`src/rtl/screen_pkg.sv`:
```
// screen_pkg: shared screen geometry, colour width and frame sequencer states.
package screen_pkg;
    localparam int SCREEN_W     = 160;
    localparam int SCREEN_H     = 120;
    localparam int PIANO_PIXELS = 4480;
    localparam int COLOUR_W     = 24;
    localparam int ADDR_W       = $clog2(PIANO_PIXELS);
    typedef enum logic [1:0] {IDLE, BG, NOTES, DONE} state_t;
endpackage

```
`src/rtl/raster_scanner.sv`:
```
// raster_scanner: x-fastest 160x120 scan with a piano ROM address that only counts on piano rows.
module raster_scanner
    import screen_pkg::*;
#(
    parameter logic [7:0] PIANO_TOP = 8'd92
) (
    input  logic              clk,
    input  logic              resetn,
    input  logic              start,
    input  logic              advance,
    output logic [7:0]        x,
    output logic [7:0]        y,
    output logic [ADDR_W-1:0] addr,
    output logic              last
);
    localparam logic [7:0] X_MAX = 8'(SCREEN_W - 1);
    localparam logic [7:0] Y_MAX = 8'(SCREEN_H - 1);
    logic [7:0]        x_q, x_d, y_q, y_d;
    logic [ADDR_W-1:0] addr_q, addr_d;
    logic              step;
    assign last = (x_q == X_MAX) && (y_q == Y_MAX);
    assign step = advance && !last;
    always_comb begin
        x_d    = start ? '0 : step ? ((x_q == X_MAX) ? '0 : x_q + 8'd1) : x_q;
        y_d    = start ? '0 : (step && x_q == X_MAX) ? y_q + 8'd1 : y_q;
        addr_d = start ? '0 : (step && y_q >= PIANO_TOP) ? addr_q + 1'b1 : addr_q;
    end
    always_ff @(posedge clk) begin
        if (!resetn) begin
            x_q    <= '0;
            y_q    <= '0;
            addr_q <= '0;
        end else begin
            x_q    <= x_d;
            y_q    <= y_d;
            addr_q <= addr_d;
        end
    end
    assign x    = x_q;
    assign y    = y_q;
    assign addr = addr_q;
endmodule

```
`src/rtl/frame_draw_scheduler.sv`:
```
// frame_draw_scheduler: per-frame background raster then note-drawer handoff on one VGA plot port.
// Optional FRAME_OVERRUN_CNT_EN adds a saturating count of frame ticks dropped while busy.
module frame_draw_scheduler
    import screen_pkg::*;
#(
    parameter logic [7:0] PIANO_TOP = 8'd92,
    parameter int         ROM_LAT   = 1
) (
    input  logic                clk,
    input  logic                resetn,
    input  logic                frame_tick,
    output logic [ADDR_W-1:0]   piano_addr,
    input  logic [COLOUR_W-1:0] piano_colour,
    input  logic                note_req,
    input  logic [7:0]          note_x,
    input  logic [7:0]          note_y,
    input  logic [COLOUR_W-1:0] note_colour,
    input  logic                note_done,
    output logic                note_grant,
    output logic                plot,
    output logic [7:0]          vga_x,
    output logic [7:0]          vga_y,
    output logic [COLOUR_W-1:0] vga_colour,
    output logic                busy,
    output logic                frame_done
`ifdef FRAME_OVERRUN_CNT_EN
    ,
    output logic [7:0]          overrun_count
`endif
);
    state_t              state_q, state_d;
    logic [7:0]          scan_x, scan_y, x_q, x_d, y_q, y_d;
    logic [ADDR_W-1:0]   scan_addr;
    logic                scan_last, in_bg, accept;
    logic                grant_q, grant_d, plot_q, plot_d, piano_q, piano_d;
    logic [COLOUR_W-1:0] colour_q, colour_d;
    assign in_bg  = state_q == BG;
    assign accept = grant_q && note_req;
    raster_scanner #(.PIANO_TOP(PIANO_TOP)) u_scan (
        .clk     (clk),
        .resetn  (resetn),
        .start   (state_q == IDLE && frame_tick),
        .advance (in_bg),
        .x       (scan_x),
        .y       (scan_y),
        .addr    (scan_addr),
        .last    (scan_last)
    );
    always_comb begin
        state_d = state_q;
        case (state_q)
            IDLE:    state_d = frame_tick ? BG : IDLE;
            BG:      state_d = scan_last ? NOTES : BG;
            NOTES:   state_d = (note_done && grant_q) ? DONE : NOTES;
            default: state_d = IDLE;
        endcase
    end
    // Grant lags NOTES entry by one cycle so the last background pixel drains first.
    always_comb begin
        plot_d   = in_bg || accept;
        x_d      = in_bg ? scan_x : accept ? note_x : x_q;
        y_d      = in_bg ? scan_y : accept ? note_y : y_q;
        colour_d = in_bg ? '0 : accept ? note_colour : colour_q;
        piano_d  = in_bg && scan_y >= PIANO_TOP;
        grant_d  = state_q == NOTES && !(note_done && grant_q);
    end
    always_ff @(posedge clk) begin
        if (!resetn) begin
            state_q  <= IDLE;
            grant_q  <= 1'b0;
            plot_q   <= 1'b0;
            piano_q  <= 1'b0;
            x_q      <= '0;
            y_q      <= '0;
            colour_q <= '0;
        end else begin
            state_q  <= state_d;
            grant_q  <= grant_d;
            plot_q   <= plot_d;
            piano_q  <= piano_d;
            x_q      <= x_d;
            y_q      <= y_d;
            colour_q <= colour_d;
        end
    end
    assign piano_addr = scan_addr;
    assign note_grant = grant_q;
    assign plot       = plot_q;
    assign vga_x      = x_q;
    assign vga_y      = y_q;
    assign vga_colour = (piano_q && ROM_LAT == 1) ? piano_colour : colour_q;
    assign busy       = state_q == BG || state_q == NOTES;
    assign frame_done = state_q == DONE;
`ifdef FRAME_OVERRUN_CNT_EN
    logic [7:0] ovr_q, ovr_d;
    assign ovr_d = (frame_tick && busy && ovr_q != 8'hFF) ? ovr_q + 8'd1 : ovr_q;
    always_ff @(posedge clk) begin
        if (!resetn) ovr_q <= '0;
        else         ovr_q <= ovr_d;
    end
    assign overrun_count = ovr_q;
`endif
endmodule

```
`config.mk`:
```
export PLATFORM = sky130hd
export DESIGN_NAME = frame_draw_scheduler
export DESIGN_NICKNAME = d
export VERILOG_FILES = /design/src/rtl/screen_pkg.sv /design/src/rtl/raster_scanner.sv /design/src/rtl/frame_draw_scheduler.sv
export SDC_FILE = /design/constraint.sdc
export NUM_CORES = 1
export LEC_CHECK = 0
export ABC_CLOCK_PERIOD_IN_PS = 2450
export CAP_MARGIN = 40
export CELL_PAD_IN_SITES_DETAIL_PLACEMENT = 1
export CELL_PAD_IN_SITES_GLOBAL_PLACEMENT = 2
export CORE_ASPECT_RATIO = 1.1
export CORE_MARGIN = 5
export CORE_UTILIZATION = 25
export CTS_CLUSTER_SIZE = 20
export DETAILED_ROUTE_END_ITERATION = 8
export PLACE_DENSITY = 0.76
export SLEW_MARGIN = 20
export SYNTH_ARGS = -nofsm -noshare
export SYNTH_HDL_FRONTEND = slang
export SYNTH_SLANG_ARGS = --single-unit
```
`constraint.sdc`:
```
create_clock -name clk -period 2.45 [get_ports clk]
set_clock_uncertainty 0.2 [all_clocks]
set_input_delay 0.49 -clock clk [delete_from_list [all_inputs] [get_ports clk]]
set_output_delay 0.49 -clock clk [all_outputs]
set_load 0.03 [all_outputs]
```
==> results of run 1 <==
stage by stage:
| step | worst slack, ns | std cells | hold WS (ns) | power (mW) |
|---|---|---|---|---|
| 2_1_floorplan | 0.408 | 427 | 0.234 | 1.37 |
| 3_3_place_gp | 0.337 | 726 | 0.243 | 1.55 |
| 3_5_place_dp | 0.238 | 726 | 0.249 | 1.55 |
| 4_1_cts | 0.173 | 742 | 0.262 | 2.93 |
| 5_1_grt | 0.0989 | 742 | 0.280 | 3.00 |
| 6_report | 0.192 | 742 | 0.257 | 2.88 |
metal layers:
metal  vias up  part of all wire, %  track usage, %
li1       1773                    -               -
met1      1731                   46            18.2
met2       108                   45            24.1
met3        11                  8.2            4.97
met4         0                  1.1            4.06
met5         -                    0               0
power groups by stage:
stage	logic [mW]	clock network [mW]	registers [mW]
after floorplan	0.0779	0	1.29
after global placement	0.292	0	1.26
after detailed placement	0.295	0	1.26
after CTS	0.297	1.40	1.23
after global routing	0.316	1.45	1.23
final	0.293	1.35	1.23
cells in the final DEF, fill, tap and decap left out, types with 2 or more instances in the layout:
master	netlist	layout
and2_1	8	8
or4_1	8	8
a21oi_1	45	45
nor2_1	14	14
dfxtp_1	74	74
clkbuf_16	0	9
a311oi_1	10	10
and3_1	7	7
clkdlybuf4s50_1	0	99
o31ai_1	10	10
buf_12	0	2
clkinv_2	0	2
nand4_1	8	8
mux2_2	24	24
a211oi_1	5	5
buf_4	1	36
a21o_1	2	2
nand3_1	12	12
nand2_1	97	97
ha_1	9	9
nor3_1	3	3
o311ai_0	2	2
a31oi_1	3	3
mux2i_1	7	7
inv_1	8	8
dlygate4sd2_1	0	2
or3_1	5	5
and4_1	4	4
a41oi_1	3	3
o21ai_0	16	16
nand2b_1	3	3
worst max path at each step:
stage	from	endpoint	slack, ns	cells past startpoint
after CTS	state_q[1]$_SDFF_PN0_	busy	0.17	3
final	state_q[0]$_SDFF_PN0_	busy	0.19	3
after detailed placement	note_req	vga_x[5]$_SDFFE_PN0P_	0.24	6
after global routing	state_q[1]$_SDFF_PN0_	busy	0.1	3
after global placement	state_q[0]$_SDFF_PN0_	busy	0.34	3
after floorplan	state_q[1]$_SDFF_PN0_	u_scan.addr[11]$_SDFFE_PP0P_	0.41	7
final cells by class:
| type | count | area [um2] | area share, % |
|---|---|---|---|
| tap | 188 | 235 | 4.44 |
| clock inverter | 6 | 65.1 | 1.23 |
| multi-input combinational | 317 | 1930 | 36.4 |
| timing repair buffer | 139 | 1320 | 24.9 |
| inverter | 8 | 30.0 | 0.567 |
| sequential | 74 | 1480 | 28.0 |
| clock buffer | 10 | 239 | 4.51 |
worst min-delay path: cells and delay by family, from the launching register on:
| family | cells | cell delay, ns |
|---|---|---|
| flip-flops | 1 | 0.31 |
| AO/OA/AOI/OAI | 1 | 0.05 |
| AND/OR/NAND/NOR | 1 | 0.05 |
logic make-up (layout without fill, tap and decap cells):
| group | Yosys count | after routing | share of synthesized area [%] |
|---|---|---|---|
| adders and majority gates | 9 | 9 | 3.16 |
| muxes | 31 | 31 | 9.55 |
| AOI/OAI and AO/OA | 101 | 101 | 17.5 |
| and+or+nand+nor | 175 | 175 | 23.7 |
| DFF | 74 | 74 | 41.6 |
| buffers and inverters | 36 | 163 | 4.25 |
| xor gates and xnor gates | 1 | 1 | 0.246 |
sequential cells by signal (all words and copies together) (netlist names):
name	cells
u_scan.x	8
note_grant	1
u_scan.y	8
colour_q	24
vga_y	8
state_q	2
plot	1
vga_x	8
u_scan.addr	13
piano_q	1
what timing repair did:
action                                 CTS  global route
hold buffers                             0             0
resized for setup                        2             0
endpoints found under the hold margin    0             0
setup endpoints to repair                2             0
==> results.txt, run 1 <==
- Sequential cells were found to cover 41.6% of the synthesized design area.
- Mean number of vias per cell: 4.88
* Starting Density: about a quarter
- Post-synth net total: 505
- DP Area: between 0.004 and 0.005 mm2
- The first global-routing pass estimated roughly 19 mm of wire.
- Transition time at the pin with the least slew margin: 0.536 ns
* Combinational share of power: around 10%
* Path category of the worst min-delay check: reg2reg
- Count of maximum capacitance violations: 0
- Fraction of the cycle the final worst path needs: between 90% and 100%
- At the worst endpoint, the required time is 1.76 ns.
- Total congestion overflow: 0
- Number of enable-type register cells in the synthesized netlist: 0
- Setup slack on the worst reg-to-reg path comes out at around 0.3 ns.
- Proportion of power drawn by flip-flops and latches: roughly 43%
- Input and output buffers added on the ports amount to roughly 130.
- Die X-Extent: approximately 120 um
* Final hold vios: 0
- Detailed placer's ending HPWL: around 9 mm
* Async set or reset register ratio after synthesis: 0%
* CTS tree: yes
* Worst setup path category: reg2out
- Utilization after layout: between 30% and 40%
- The detailed router placed approximately 3,600 vias in this run.
* TritonCTS Buffers: 9
* Warning count from the yosys run: 0
- Slowest cell delay on critical path: between 0.4 and 0.5 ns
* Clock period minus final worst setup slack: approximately 2.3 ns
- Level count of the clock H-tree: 3
- nand2_1 is the most common cell in the netlist.
- Clock latency on the worst-skew pair, taken at its later pin, is 0.34 ns.
- Counting flops and latches in the post-synthesis netlist gives 74.
- Number of global-route vias before repair: approximately 3,700
- In this run the worst path has a maximum fanout of 5.
- Total standard cell area after synthesis: ~0.0036 mm2
- STA puts the critical path data arrival time at between 1.5 and 2 ns.
- No sink is reached through more buffers than the 2 on the longest clock path.
- Total clock sinks: 74
* Worst min-delay path startpoint: colour_q[17]$_SDFFE_PP0P_
* Standard cell with the maximum stage delay on the critical path: dlygate4sd2_1
- Post-synthesis cell type count: 42
* Detailed-route wire length per cell: roughly 17 um
- Share of final-layout standard cells stronger than drive strength 1: 14.8%
- In this run the critical register-to-register path is captured at u_scan.x[3]$_SDFFE_PP0P_.
- WHS Path Cells: 2
- Crit-path leading delay family: buffers and inverters
* Height of the die: about 140 um
- Ranked by total cell area, the synthesized netlist is headed by dfxtp_1 42%, nand2_1 10%, mux2_2 7.6%.
- Startpoint type of the worst setup path: register
- Headroom to the max-slew limit: between 60% and 70%
- The filler cells instantiated in the layout total 1,634.
* Number of antenna violations at the first check in global routing: 0
* Area Growth Syn to Fin: 48.8%
* Number of DRC violations after detailed-routing iteration 0: roughly 170
* CORE AREA: approximately 0.014 mm2
* Die area: ~0.017 mm2
- Outcome: finished clean
* Power Density: ~540 mW/mm2
- Entering global routing, the biggest net connects 41 pins.
- Worst flop-to-flop path startpoint: u_scan.x[0]$_SDFFE_PP0P_
* Setup tns final: 0 ns
* Buf/Inv on CP: 2
- Of the total power, the clock network draws about 47%.
* Area share of the leading cell type in the synthesized netlist: between 40 and 50%
* Clock transition time at the flip-flop clock pins of the worst setup and hold paths: 0.06 ns
* Cell Int Power: 2.20 mW
- After synthesis, the mean cell area works out to around 8.3 um2.
- For the worst flop-to-flop path, the logic depth is 5.
* Final antenna diode count: 0
- The initialized floorplan defines 45 standard-cell rows.
- P_leak: around 1.9 nW
- Once layout is done, the placed cells without fillers occupy 0.00530 mm2.
- FMAX: around 440 MHz
* Final routed DRC violation total: 0
- The root buffer cell chosen for the clock tree is clkbuf_16.
* Cell accounting for the most synthesized area: dfxtp_1
- IR analysis of the VDD net gives a maximum drop of between 200 and 250 uV.
- Final setup violation count: 0
- Switching part of the total power: about a quarter
* Max-slew violation total from the final report: 0
* Switching Power: about 0.68 mW
* Total wire length after detailed routing: approximately 12 mm
* Buffers inserted by post-CTS timing repair: 0
- STA classifies the critical path endpoint as an output pin.
- RSZ-0062 raised after global routing: no
- Router iterations before antenna repair: 4
- Count of mapped cells out of synthesis: 427
- GRT Total Usage: 14.7%
- The path with the worst hold slack has its endpoint at colour_q[17]$_SDFFE_PP0P_.
* Number of nets in the final layout: 627
* Most used DFF post-synth: dfxtp_1
- I/O Pins: approximately 130
* Cell chain of the critical path: inv_1 > ha_1 > dlygate4sd2_1
- The count of nets left with antenna violations once routing finished came out at 0.
- Routability congestion estimate from global placement: 0.760
- The commonest cells after synthesis are 97 x nand2_1, 74 x dfxtp_1, 45 x a21oi_1.
Power figures use the tool's default switching activity.
==> run 2: changes to the inputs <==
--- a/config.mk
+++ b/config.mk
@@ -14,6 +14,7 @@
 export CORE_UTILIZATION = 25
 export CTS_CLUSTER_SIZE = 20
 export DETAILED_ROUTE_END_ITERATION = 8
+export HOLD_SLACK_MARGIN = 0.12
 export PLACE_DENSITY = 0.76
 export SLEW_MARGIN = 20
 export SYNTH_ARGS = -nofsm -noshare
==> results of run 2 <==
The final DEF is identical to that of run 1; final timing and power are the same.
==> run 3: changes to the inputs <==
--- a/config.mk
+++ b/config.mk
@@ -14,8 +14,9 @@
 export CORE_UTILIZATION = 25
 export CTS_CLUSTER_SIZE = 20
 export DETAILED_ROUTE_END_ITERATION = 8
-export HOLD_SLACK_MARGIN = 0.12
+export HOLD_SLACK_MARGIN = 0.1
 export PLACE_DENSITY = 0.76
+export SKIP_CTS_REPAIR_TIMING = 1
 export SLEW_MARGIN = 20
 export SYNTH_ARGS = -nofsm -noshare
 export SYNTH_HDL_FRONTEND = slang
==> run 3 against run 2 <==
Against the previous run:
- flip-flop and latch count did not move
- sequential power barely moved
- non-clock buffer count did not move
- largest cell class unchanged
- maximum frequency rose by 1.9%
- clock-buffer cell count did not move
- highest routed layer unchanged
- register-to-register slack barely moved
- power barely moved
- setup slack improved by 0.041 ns
- sequential share of layout area barely moved
- via count barely moved
==> results.txt, run 3 (synthesis gave the netlist of run 1 again) <==
- Detailed placer's ending HPWL: 9.26 mm (unchanged)
- Headroom to the max-slew limit: 64.1% (unchanged)
- Worst min-delay path startpoint: colour_q[17]$_SDFFE_PP0P_
- Fraction of the cycle the final worst path needs: 90.5% (-1.7 points)
- Multi-input combinational cell area: 0.00193 mm2 (unchanged)
- The worst setup path is captured at an output pin.
- Clk network pwr share: 47.0% (about the same)
- Root buf cell: clkbuf_16
* Total wire length after detailed routing: 12.4 mm (about the same)
- Setup slack of the worst register-to-register path: 0.30 ns (about the same)
- The power density of the placed cells was 542 mW/mm2 (-0.10%).
- The final period demand of the worst path came to 2.22 ns (-0.0411 ns).
* Final-layout fill cell count: 1,633 (-0.061%)
- Max-slew violation total from the final report: 0 (unchanged)
- Largest register by flop count: colour_q
- Switching part of the total power: 23.7% (about the same)
- Final antenna diode count: 0 (unchanged)
* Number of nets in the final layout: 627 (unchanged)
- Mean number of vias per cell: 4.89 (about the same)
- The number of antenna-violating nets in the routed design was 0 (unchanged).
* Level count of the clock H-tree: 3 (unchanged)
- Seq. cell area: 0.00148 mm2 (unchanged)
- Routability congestion estimate from global placement: 0.760 (unchanged)
- Min setup slack post-route: 0.233 ns (+0.0411 ns)
- Number of global-route vias before repair: 3,748 (unchanged)
- Number of antenna violations at the first check in global routing: 0 (unchanged)
* Router iterations before antenna repair: 4 (unchanged)
- Count of maximum capacitance violations: 0 (unchanged)
* Global-route wire length before repair: 19.4 mm (unchanged)
- The combinational share of power came to 10.2% (about the same).
- The total I/O pin count was 126 (unchanged).
* Proportion of power drawn by flip-flops and latches: 42.8% (about the same)
- The area growth from synthesis to layout is 49.0%.
- The count of endpoints failing hold in the final timing report is 0 (unchanged).
* Total clock sinks: 74 (unchanged)
- The static leakage is 1.91 nW (+1.3%).
- Max FFs per register: 24 (unchanged)
* WHS Path Cells: 2 (unchanged)
* Signal arrival time at the worst endpoint: 1.53 ns (-0.04 ns)
- Port Buf Inserts: 125 (unchanged)
* CP max FO: 24 (+19)
* RSZ-0062 raised after global routing: no
* Starting Density: 25.6% (unchanged)
- The maximum root-to-sink buffer count was 2 (unchanged).
- Detailed-route wire length per cell: 16.7 um (about the same)
* CTS tree: yes
- The count of endpoints failing setup in the final report is 0 (unchanged).
- Number of DRC violations after detailed-routing iteration 0: 170 (+0.59%)
- The library cell used most frequently in the layout, excluding fill and tap cells, is clkdlybuf4s50_1.
- Most used cells in the layout excluding fill and tap cells: 99 x clkdlybuf4s50_1, 97 x nand2_1, 74 x dfxtp_1
* Total congestion overflow: 0 (unchanged)
- The x dimension of the die came to 124 um (unchanged).
* Final routed DRC violation total: 0 (unchanged)
- Pin count of the biggest net entering global routing: 41 (unchanged)
- Die area: 0.0167 mm2 (unchanged)
* Startpoint type of the worst setup path: register
* Clock latency of the later-clocked register in the worst-skew pair: 0.34 ns (about the same)
* IR Drop Worst-Case VDD: 222 uV (about the same)
* Detailed-route via count: 3,625 (+0.055%)
- Clock transition time at the flip-flop clock pins of the worst setup and hold paths: 0.06 ns (about the same)
* Worst reg2reg path endpoint: u_scan.x[3]$_SDFFE_PP0P_
- The worst hold path terminates at colour_q[17]$_SDFFE_PP0P_.
- Transition time at the pin with the least slew margin: 0.536 ns (unchanged)
- The setup slack after placement is 0.238 ns (unchanged).
* CORE AREA: 0.0139 mm2 (unchanged)
- Req. time, crit path: 1.76 ns (about the same)
* FMAX: 451 MHz (+1.9%)
* GRT Total Usage: 14.7% (unchanged)
* TritonCTS Buffers: 9 (unchanged)
- Worst flop-to-flop path startpoint: u_scan.x[0]$_SDFFE_PP0P_
* Share of final-layout standard cells stronger than drive strength 1: 14.8% (unchanged)
- The depth of the worst register-to-register path was 5 (unchanged).
- The flow ran to the end, and the final reports show no timing, DRC or antenna violations.
* Worst setup path category: reg2out
- Cell row count: 45 (unchanged)
- Cell Int Power: 2.20 mW (about the same)
* Height of the die: 135 um (unchanged)
* Switching Power: 0.682 mW (about the same)
* Worst hold slack across all endpoints: 0.257 ns (+0.0000160 ns)
* Path category of the worst min-delay check: reg2reg
- Final total power: 2.88 mW (about the same)
[run 3: critical path, stage by stage (launching register included)]
cell     delay (ns)
dfxtp_1        0.31
buf_4          0.30
mux2_2         0.40
buf_4          0.17
[run 3: how the worst max path moves through the flow]
stage	start	to	slack (ns)
final	piano_q$_SDFF_PN0_	vga_colour[17]	0.23
after global placement	state_q[0]$_SDFF_PN0_	busy	0.34
after global routing	u_scan.x[0]$_SDFFE_PP0P_	u_scan.x[3]$_SDFFE_PP0P_	0.15
after detailed placement	note_req	vga_x[5]$_SDFFE_PN0P_	0.24
after CTS	state_q[1]$_SDFF_PN0_	busy	-0.10
after floorplan	state_q[1]$_SDFF_PN0_	u_scan.addr[11]$_SDFFE_PP0P_	0.41
[run 3: power by group through the flow]
stage	clock network, mW	logic, mW	registers, mW
3_5_place_dp	0	0.295	1.26
6_report	1.35	0.294	1.23
5_1_grt	1.45	0.317	1.23
2_1_floorplan	0	0.0779	1.29
4_1_cts	1.40	0.298	1.23
3_3_place_gp	0	0.292	1.26
[run 3: area by class of cell]
| cell class | instances | area share [%] |
|---|---|---|
| Tap cell | 188 | 4.43 |
| Clock inverter | 6 | 1.23 |
| Inverter | 8 | 0.566 |
| Sequential cell | 74 | 27.9 |
| Timing Repair Buffer | 139 | 25.0 |
| Multi-Input combinational cell | 317 | 36.4 |
| Clock buffer | 10 | 4.50 |
[run 3: metrics by stage]
stage	cell area (um2)	util [%]	instances	TNS, ns
after floorplan	3560	-	427	0
after global placement	5000	35.9	726	0
after detailed placement	5000	35.9	726	0
after CTS	5300	38.1	742	-0.132
after global routing	5310	38.2	742	0
final	5310	38.2	742	0
[run 3: per-layer routing]
layer	up-vias	global-route usage, %	part of all wire, %
li1	1773	-	-
met1	1733	18.2	46
met2	108	24.1	45
met3	11	4.97	8.2
met4	0	4.06	1.1
met5	-	0	0
